<file path="config.mk">
export PLATFORM = sky130hd
export DESIGN_NAME = switch_debounce
export DESIGN_NICKNAME = d
export VERILOG_FILES = /design/src/rtl/switch_debounce_pkg.sv /design/src/rtl/switch_debounce_channel.sv /design/src/rtl/switch_debounce.sv
export SDC_FILE = /design/constraint.sdc
export NUM_CORES = 1
export LEC_CHECK = 0
export ABC_CLOCK_PERIOD_IN_PS = 2200
export CORE_ASPECT_RATIO = 1.5
export CORE_MARGIN = 2
export CORE_UTILIZATION = 50
export CTS_BUF_LIST = sky130_fd_sc_hd__clkbuf_4 sky130_fd_sc_hd__clkbuf_8
export DETAILED_ROUTE_END_ITERATION = 10
export MAX_ROUTING_LAYER = met4
export PLACE_DENSITY = 0.7
export SLEW_MARGIN = 20
export SYNTH_ARGS = -nofsm -noshare
export SYNTH_HDL_FRONTEND = slang
export SYNTH_SLANG_ARGS = --single-unit
</file>
<file path="constraint.sdc">
create_clock -name clk -period 2.2 [get_ports clk]
set_input_delay 0.66 -clock clk [delete_from_list [all_inputs] [get_ports clk]]
set_output_delay 0.66 -clock clk [all_outputs]
set_load 0.05 [all_outputs]
</file>
<file path="src/rtl/switch_debounce_pkg.sv">
// Shared constants for the switch conditioning front end feeding nclug.
package switch_debounce_pkg;
  localparam logic [15:0] DEBOUNCE_STABLE_COUNT     = 16'd50000;
  localparam logic [15:0] DEBOUNCE_STABLE_COUNT_SIM = 16'd4;

  localparam logic [0:0] ST_STABLE = 1'b0;
  localparam logic [0:0] ST_COUNT  = 1'b1;
endpackage

</file>
<file path="src/rtl/switch_debounce_channel.sv">
// One switch: 2-flop synchroniser, counter debounce, registered rise/fall strobes.
module debounce_channel
  import switch_debounce_pkg::*;
#(
  parameter logic [15:0] STABLE_COUNT = DEBOUNCE_STABLE_COUNT,
  parameter int          CNT_WIDTH    = 16
) (
  input  logic clk,
  input  logic rst,
  input  logic sw_raw_i,
  output logic level_o,
  output logic rise_o,
  output logic fall_o
);
  localparam logic [CNT_WIDTH-1:0] CNT_LAST = CNT_WIDTH'(STABLE_COUNT - 16'd1);
  localparam logic [CNT_WIDTH-1:0] CNT_ONE  = CNT_WIDTH'(1);

  logic                 s1_q, s2_q;
  logic [0:0]           state_q, state_d;
  logic [CNT_WIDTH-1:0] cnt_q, cnt_d;
  logic                 level_q, level_d;
  logic                 rise_q, rise_d;
  logic                 fall_q, fall_d;

  always_comb begin
    state_d = state_q;
    cnt_d   = cnt_q;
    level_d = level_q;
    rise_d  = 1'b0;
    fall_d  = 1'b0;
    case (state_q)
      ST_STABLE: begin
        if (s2_q != level_q) begin
          cnt_d   = CNT_ONE;
          state_d = ST_COUNT;
        end else begin
          cnt_d = '0;
        end
      end
      ST_COUNT: begin
        if (s2_q == level_q) begin
          cnt_d   = '0;
          state_d = ST_STABLE;
        end else if (cnt_q == CNT_LAST) begin
          // Level and strobe flip on the same edge so they always coincide.
          level_d = ~level_q;
          rise_d  = ~level_q;
          fall_d  = level_q;
          cnt_d   = '0;
          state_d = ST_STABLE;
        end else begin
          cnt_d = cnt_q + CNT_ONE;
        end
      end
      default: begin
        cnt_d   = '0;
        state_d = ST_STABLE;
      end
    endcase
  end

  always_ff @(posedge clk) begin
    if (rst) begin
      s1_q    <= 1'b0;
      s2_q    <= 1'b0;
      state_q <= ST_STABLE;
      cnt_q   <= '0;
      level_q <= 1'b0;
      rise_q  <= 1'b0;
      fall_q  <= 1'b0;
    end else begin
      s1_q    <= sw_raw_i;
      s2_q    <= s1_q;
      state_q <= state_d;
      cnt_q   <= cnt_d;
      level_q <= level_d;
      rise_q  <= rise_d;
      fall_q  <= fall_d;
    end
  end

  assign level_o = level_q;
  assign rise_o  = rise_q;
  assign fall_o  = fall_q;
endmodule

</file>
<file path="src/rtl/switch_debounce.sv">
// Conditions the two raw board switches into nclug sw_0/sw_1 plus edge strobes.
module switch_debounce
  import switch_debounce_pkg::*;
#(
  parameter logic [15:0] STABLE_COUNT = DEBOUNCE_STABLE_COUNT,
  parameter int          CNT_WIDTH    = 16
) (
  input  logic       clk,
  input  logic       rst,
  input  logic       sw_raw_0,
  input  logic       sw_raw_1,
  output logic       sw_0,
  output logic       sw_1,
  output logic [1:0] sw_rise,
  output logic [1:0] sw_fall
);
  debounce_channel #(
    .STABLE_COUNT(STABLE_COUNT),
    .CNT_WIDTH   (CNT_WIDTH)
  ) u_ch0 (
    .clk     (clk),
    .rst     (rst),
    .sw_raw_i(sw_raw_0),
    .level_o (sw_0),
    .rise_o  (sw_rise[0]),
    .fall_o  (sw_fall[0])
  );

  debounce_channel #(
    .STABLE_COUNT(STABLE_COUNT),
    .CNT_WIDTH   (CNT_WIDTH)
  ) u_ch1 (
    .clk     (clk),
    .rst     (rst),
    .sw_raw_i(sw_raw_1),
    .level_o (sw_1),
    .rise_o  (sw_rise[1]),
    .fall_o  (sw_fall[1])
  );
endmodule
</file>
# Word level (Yosys, flattened, before mapping)
# Index checks and enable logic that the tools add are counted.
dict set report totals {
  wordCells 50
  in_bits 4
  register_bits 44
  output_inout_bits 6
}
dict set report op_classes {
  bitwise_logic 8
  reduce_logical 4
  n_addsub 2
  mux 16
  n_eq_ne 6
}
# operator count
set op_table {}
lappend op_table {{$mux W16} 4}
lappend op_table {{$pmux W16 S2} 2}
lappend op_table {{$add A16 B1 Y16 const B} 2}
lappend op_table {{$eq A16 B16 Y1 const B} 2}
lappend op_table {{$mux W1} 8}
lappend op_table {{$not A1 Y1} 8}
lappend op_table {{$reduce_or A4 Y1} 2}
lappend op_table {{$reduce_and A3 Y1} 2}
lappend op_table {{$pmux W1 S2} 2}
lappend op_table {{$eq A1 B1 Y1} 2}
lappend op_table {{$ne A1 B1 Y1} 2}

# Depth between registers and ports, before layout
# Gate-level depths: netlist of run 1.
dict set report logic_depth {
  ltp_word 4
  mapped_depth 7
  mapped_depth_nobuf 5
}

# Cells and area by module
# From an unflattened synthesis of run 1, not the netlist that was laid out.
dict set report unflattened {
  hier_cells 196
  hier_area_um2 1849.3
}
# module n_inst cells_each seq_area_each_um2 area_each_um2
set by_module_without_submodules {}
lappend by_module_without_submodules {debounce_channel 2 98 440.4 924.6}

# Worst setup path before layout of run 1
# Ideal clock, no wire load.
dict set report synth_timing {
  path_type {reg-to-reg}
  startpoint {register u_ch0.level_q, in the netlist u_ch0.level_o}
  endpoint {register u_ch0.cnt_q[14]}
  setup_time_ps 64
  arrival_time_ps 1669
  slack_ps 467
  period_less_slack_ps 1733
  path_stages_with_launch 6
  t_required_ps 2136
  path_cell_list {dfxtp_1 -> xnor2_1 -> nor3b_1 -> or2b_1 -> buf_6 -> nor2_1}
}
dict set report synth_between {
  elab_chain_len 3
}
# element line
set synth_rtl {}
lappend synth_rtl {{start, declared} switch_debounce_channel.sv:21} ;# logic level_q, level_d;
lappend synth_rtl {{start signal, assigned} switch_debounce_channel.sv:76} ;# level_q <= level_d;
lappend synth_rtl {{$eq A1 B1 Y1} switch_debounce_channel.sv:41} ;# if (s2_q == level_q) begin
lappend synth_rtl {{$mux W16} switch_debounce_channel.sv:41}
lappend synth_rtl {{$pmux W16 S2} switch_debounce_channel.sv:31} ;# case (state_q)
lappend synth_rtl {{end signal, assigned} switch_debounce_channel.sv:75} ;# cnt_q <= cnt_d;
lappend synth_rtl {{end, declared} switch_debounce_channel.sv:20} ;# logic [CNT_WIDTH-1:0] cnt_q, cnt_d;
# No other way between the ends.
# A chain may end at the register's enable or synchronous reset.

# Final worst setup path of run 1
dict set report layout_timing {
  startpoint {register u_ch1.rise_q, in the netlist u_ch1.rise_o}
  endpoint {output port sw_rise[1]}
}
# element line
set layout_lines {}
lappend layout_lines {{start, declared} switch_debounce_channel.sv:22} ;# logic rise_q, rise_d;
lappend layout_lines {{start signal, assigned} switch_debounce_channel.sv:77} ;# rise_q <= rise_d;
lappend layout_lines {{end, declared} switch_debounce.sv:14} ;# output logic [1:0] sw_rise,
# No word-level cell between the ends.

==> results of run 1 <==
## cells in the mapped netlist, drive strengths merged, types with 3 or more instances
cell type,number
nand4bb,3
buf,8
xnor2,16
nor4,8
a21oi,4
and2,4
inv,9
nand3,8
nor2b,4
xor2,11
dfxtp,44
and3,3
nor2,35
nor3,5
nand4,14
nand2,6
## sequential cells by signal, indices dropped and copies added, names as in the netlist
name and count:
u_ch0.s2_q 1, u_ch1.fall_o 1, u_ch1.s1_q 1, u_ch1.s2_q 1
u_ch0.level_o 1, u_ch1.cnt_q 16, u_ch0.cnt_q 16, u_ch1.rise_o 1
u_ch0.rise_o 1, u_ch0.s1_q 1, u_ch1.level_o 1, u_ch0.fall_o 1
u_ch1.state_q 1, u_ch0.state_q 1
## through the flow
stage,setup slack [ns],cell area [um2],instances,power (W)
global route,0.0805,2120,260,0.00144
CTS,0.127,2120,260,0.00141
finish,0.147,2120,260,0.00139
global placement,0.136,2030,254,0.000840
detailed placement,0.0884,2030,254,0.000841
floorplan,0.467,1920,206,0.000831
## metal layers
layer  GRT usage  share of wire  up-vias
li1            -              -      722
met5           -              0        -
met4      0.0900          0.018        0
met2       0.327           0.53       22
met3      0.0562          0.028        7
met1       0.177           0.42      644
## layout make-up
class                      count  area, um2
fill                         337       1560
multi-input combinational    144        935
sequential                    44        881
timing repair buffer          14        123
clock buffer                   5       68.8
tap                           43       53.8
inverter                       9       33.8
clock inverter                 1       30.0
## power by group through the flow
stage	logic, W	registers, W	clock network [W]
floorplan	0.00000922	0.000822	0
global placement	0.0000175	0.000823	0
detailed placement	0.0000181	0.000823	0
CTS	0.0000182	0.000804	0.000586
global route	0.0000202	0.000805	0.000613
finish	0.0000179	0.000805	0.000570
## path summary, 6_finish.rpt
path,from,end
worst min-delay path,u_ch0.s1_q$_SDFF_PP0_,u_ch0.s2_q$_SDFF_PP0_
worst max-delay path,u_ch1.rise_o$_SDFF_PP0_,sw_rise[1]
worst max register to register,u_ch1.cnt_q[11]$_SDFF_PP0_,u_ch1.cnt_q[3]$_SDFF_PP0_
worst min register to register,u_ch0.s1_q$_SDFF_PP0_,u_ch0.s2_q$_SDFF_PP0_
## cell families (layout without fill, tap and decap cells)
logic type | after synthesis | in the layout | share of synthesized area
AOI/OAI and AO/OA | 11 | 11 | 0.0372
xor gates and xnor gates | 27 | 27 | 0.123
adders and majority gates | 2 | 2 | 0.0130
buffers and inverters | 18 | 29 | 0.0535
DFF | 44 | 44 | 0.459
muxes | 1 | 1 | 0.00522
and+or+nand+nor | 103 | 103 | 0.309
==> summary.txt, run 1 <==
Worst setup path
  – Crit Path Max Fanout: 1
  – Register-to-Register Path Depth: 4
  – WS Path Type: reg2out
  – Crit path DAT: ~1.4 ns
  – Crit path depth: 1
  – Worst-path cell chain: clkdlybuf4s50_1
  – Flop2flop setup slack: 0.26 ns
  – Critical Path RT: around 1.5 ns
  – Crit path buffers/inverters: 1
  – Slowest Stage Delay on Critical Path: 0.79 ns
  – CP startpoint kind: flip-flop
  – Slowest CP cell: clkdlybuf4s50_1
  – Largest delay share family, worst path: buffers and inverters
  – Capturing element type of the critical path: output pin

Detailed routing
  – First-pass DRT Iterations: 4
  – Detailed Route Iter0 Violations: 39
  – Wirelength per Cell: around 13 um
  – Vias per std cell: around 5.4
  – Vias: approximately 1400
  – Final ANT Viol Nets: 0
  – Total Routed Length: between 3000 and 4000 um
  – DRC: 0

Status
  – Status: finished, final reports clean

Floorplanning
  – Initial core utilization: 0.521
  – Die H: ~80 um
  – Ports: 10
  – Core area: approximately 0.0037 mm2
  – # rows: 27
  – Die Wd: 54.6 um
  – Die area: around 0.0044 mm2

Yosys
  – Post-synth top area cell: dfxtp_1
  – Mapped Nets: around 210
  – FF+latch count, synth: between 40 and 50
  – Synth Cell Area: ~0.0019 mm2
  – Yosys Warn Count: 0
  – Avg Cell Area, Syn: a little over 9 um2
  – Synth async-reset ratio: 0
  – Top-area cell type share of the netlist area: 0.459
  – Post-synth EDFFs: 0
  – Synth unique cells: 37
  – Dominant cells by area after synthesis: dfxtp_1, xnor2_1, nor2_1
  – Sequential share of the synthesized area: 0.459
  – Mapped Cells: around 200
  – Main flop type after synthesis: dfxtp_1

Layout
  – Inserted Diodes: 0
  – Fin util: 0.577
  – Layout cell share with drive strength beyond 1: 0.0829
  – Synth-to-layout area growth: 10.8%
  – Nets@finish: 224
  – Most frequent cells in the layout: dfxtp_1, nor2_1, xnor2_1
  – Commonest non-fill, non-tap cell in the layout: dfxtp_1

CTS
  – H-tree levels: 2
  – Clock Sinks: 44
  – Worst skew pair latency: 0.29 ns
  – Num CTS Buffers: 5
  – # hold bufs at CTS: 0
  – CTS max path bufs: 2
  – Post-CTS Setup Inserts: 0
  – CTS tree: yes
  – Resize count post-CTS: 0
  – Clk Tree Root Cell: clkbuf_8
  – Clk slew on worst S/H paths: approximately 0.070 ns

Timing
  – # setup viols final: 0
  – Fmax achieved: 0.487 GHz
  – RSZ-0062 raised after global routing: no
  – Final Hold Fails: 0
  – Final Skew: 0.00658 ns
  – Hold slack: 0.446 ns
  – TNS Setup: 0 ns
  – Worst-Margin Slew: a little under 0.5 ns
  – Post-layout min period: just over 2 ns
  – Crit share post-route: 0.933
  – Worst slew margin: 0.667
  – Fin. max-slew vios: 0

Placed design
  – HPWL after DPL: 2420 um
  – Gpl congestion: approximately 0.75
  – PortBufs: 9

GRT
  – Gr ovfl total: 0
  – First-pass GRT wire length: about 5700 um
  – Largest net degree at the start of global routing: 15
  – All-Layer GR Usage: 0.186
  – Initial antenna violation count: 0
  – Vias in the first global route: about 1300

Power and ir drop
  – Sw power: approximately 0.00025 W
  – Leak: 0.683 nW
  – PD cells: between 600 and 700 mW/mm2
  – Peak supply drop: roughly 0.56 mV
  – Clock share of power: 0.409
  – Comb pwr share: 0.013
  – Sw frac: 0.182
  – Sequential share of power: 0.578
  – Internal Power: 0.00114 W

Hold path
  – Hold Path Depth: 1
  – HP Class: reg2reg

Flow run
  – Max-cap violations: 0
Note: power is estimated with default switching activity, not from simulation.
==> run 2, diff against run 1 <==
Settings changed: SYNTH_HIERARCHICAL set to 1.
==> run 2 against run 1 <==
Worst hold slack better by 0.0086 ns. Fmax decreased by 1.0%. Setup slack worse by 0.021 ns. Cell area rose by 0.35%. Wire length fell by 1.1%. Synthesized area fell by 3.6%. Largest power group unchanged.
==> summary.txt, run 2 <==
Yosys
  – Top-area cell type share of the netlist area: 0.476
  – Post-Synth Adder-Cell Area: 0.0135
  – Fraction of the mapped netlist area in simple logic gates: 0.298
  – Mux share of post-synthesis cell area: 0
  – Post-synth top area cell: dfxtp_1
  – Yosys Warn Count: 6
  – Synth Area in XOR/XNOR: 0.142
  – Synth Cell Area: between 0.0015 and 0.002 mm2
  – FF+latch count, synth: 44
  – Commonest cells in the netlist: dfxtp_1, nor2_1, xnor2_1
  – Dominant cells by area after synthesis: dfxtp_1, xnor2_1, nor2_1
  – Avg Cell Area, Syn: 9.44 um2
  – Post-synth EDFFs: 0
  – Synth async-reset ratio: 0
  – Mapped Nets: 202
  – Largest family of logic cells by synthesized area: simple AND/OR/NAND/NOR gates
  – Main flop type after synthesis: dfxtp_1
  – Compound-Gate Fraction of Synth Area: 0.0298
  – Mapped Cells: 196
  – Synth unique cells: 25
  – Sequential share of the synthesized area: 0.476
  – Cell with the most instances after synthesis: dfxtp_1

CTS
  – CTS max path bufs: 2
  – Clk slew on worst S/H paths: 0.08 ns
  – Resize count post-CTS: 0
  – CTS tree: yes
  – Post-CTS Setup Inserts: 0
  – # hold bufs at CTS: 0
  – H-tree levels: 2
  – Num CTS Buffers: 5
  – Clk Tree Root Cell: clkbuf_8
  – Clock Sinks: 44
  – Worst skew pair latency: roughly 0.30 ns

Worst setup path
  – Crit Path Max Fanout: 1
  – Capturing element type of the critical path: output pin
  – Reg2reg end: u_ch1/cnt_q[6]$_SDFF_PP0_
  – Critical Path RT: roughly 1.5 ns
  – Crit path DAT: about 1.4 ns
  – Flop2flop setup slack: approximately 0.32 ns
  – Slowest CP cell: clkdlybuf4s50_1
  – R2r startpoint: u_ch1/cnt_q[7]$_SDFF_PP0_
  – Largest delay share family, worst path: buffers and inverters
  – WS Path Type: reg2out
  – Crit path depth: 1
  – Register-to-Register Path Depth: 5
  – CP endpoint: sw_rise[0]
  – Worst-path cell chain: clkdlybuf4s50_1
  – CP startpoint kind: flip-flop
  – Slowest Stage Delay on Critical Path: 0.79 ns
  – Crit path buffers/inverters: 1
  – Crit path from: u_ch0/rise_o$_SDFF_PP0_

Detailed routing
  – First-pass DRT Iterations: 4
  – Final ANT Viol Nets: 0
  – Total Routed Length: 3300 um
  – Vias per std cell: between 5 and 6
  – DRC: 0
  – Wirelength per Cell: ~13 um
  – Vias: about 1400
  – Detailed Route Iter0 Violations: 33

Placed design
  – Pre-CTS setup slack: -0.0210 ns
  – HPWL after DPL: approximately 2400 um
  – PortBufs: 9
  – Gpl congestion: about 0.8

Layout
  – Multi-input logic area: just under 900 um2
  – Most frequent cells in the layout: dfxtp_1, nor2_1, xnor2_1
  – Inserted Diodes: 0
  – Layout cell share with drive strength beyond 1: 0.111
  – Nets@finish: roughly 220
  – Commonest non-fill, non-tap cell in the layout: dfxtp_1
  – Fillers: 298
  – Synth-to-layout area growth: 15.3%
  – Register Area: 881 um2
  – Biggest regs: u_ch0/cnt_q: 16 flops, u_ch1/cnt_q: 16 flops
  – Fin util: 0.590

Timing
  – RSZ-0062 raised after global routing: no
  – Worst slew margin: 0.669
  – Crit share post-route: 0.943
  – Worst Setup Slack, final: around 0.13 ns
  – Post-layout min period: about 2.1 ns
  – Fin. max-slew vios: 0
  – Worst-Margin Slew: 0.495 ns
  – Fmax achieved: about 0.48 GHz
  – Final Skew: 0.00626 ns
  – # setup viols final: 0
  – Final Hold Fails: 0

GRT
  – Largest net degree at the start of global routing: 15
  – All-Layer GR Usage: 0.188
  – First-pass GRT wire length: 5620 um
  – Gr ovfl total: 0
  – Vias in the first global route: 1312
  – Initial antenna violation count: 0

Floorplanning
  – Die Wd: around 54 um
  – Core area: roughly 0.0036 mm2
  – Die area: approximately 0.0042 mm2
  – Initial core utilization: 0.512
  – Die H: 78.5 um
  – # rows: 27
  – Ports: 10

Power and ir drop
  – Leak: 0.630 nW
  – PD cells: a little under 700 mW/mm2
  – Peak supply drop: around 0.53 mV

Hold path
  – HP Class: reg2reg
  – Hold Path Depth: 1

Flow run
  – Max-cap violations: 0

Status
  – Status: finished, final reports clean
-- run 2: cell count changes after synthesis, moves of 3 or more --
cell / delta
xnor2_1: +12
and3_1: -3
and2_1: -4
nand3_1: +4
nor3_1: +5
buf_4: -3
nor2_1: +3
xor2_1: -9
nand4_1: -8
-- run 2: where the power goes --
group / internal (W) / switching [W]
sequential: 0.000801 / 0.00000365
clock: 0.000371 / 0.000281
combinational: 0.0000113 / 0.00000697
total: 0.00118 / 0.000292
-- run 2: how the worst min path moves through the flow --
stage	start	slack (ns)	to
3_5_place_dp	u_ch1/s1_q$_SDFF_PP0_	0.44	u_ch1/s2_q$_SDFF_PP0_
5_1_grt	u_ch0/s1_q$_SDFF_PP0_	0.47	u_ch0/s2_q$_SDFF_PP0_
6_report	u_ch0/s1_q$_SDFF_PP0_	0.46	u_ch0/s2_q$_SDFF_PP0_
3_3_place_gp	u_ch0/s1_q$_SDFF_PP0_	0.42	u_ch0/s2_q$_SDFF_PP0_
2_1_floorplan	u_ch0/s1_q$_SDFF_PP0_	0.41	u_ch0/s2_q$_SDFF_PP0_
4_1_cts	u_ch0/s1_q$_SDFF_PP0_	0.46	u_ch0/s2_q$_SDFF_PP0_
-- run 2: cell families (layout without fill, tap and decap cells) --
kind of cell,count (synthesis),count (layout)
flops,44,44
fa+ha+maj,2,2
buf+inv,14,35
compound gates,8,8
simple gates,98,98
xor+xnor,30,30
-- run 2: per-stage QoR --
stage,area (um2),TNS [ns],hold WS (ns),power (W),std cells
2_1_floorplan,1850,0,0.414,0.000829,196
3_3_place_gp,2010,0,0.419,0.000841,252
3_5_place_dp,2010,-0.129,0.443,0.000842,252
4_1_cts,2130,0,0.460,0.00149,260
5_1_grt,2130,0,0.471,0.00153,260
6_report,2130,0,0.455,0.00148,260
-- run 2: cell type report --
class                   count  area share
flip-flops and latches     44       0.413
clock inverters             2      0.0182
well taps                  43      0.0252
clock buffers               6      0.0387
inverters                  10      0.0176
multi-input cells         138       0.419
repair buffers             17      0.0681
-- run 2: routing by layer --
metal / up-vias / wire length [um] / global-route usage
li1: 698 / - / -
met3: 7 / 88 / 0.0627
met2: 16 / 1790 / 0.305
met4: 0 / 59 / 0.0923
met5: - / 0 / -
met1: 647 / 1360 / 0.198
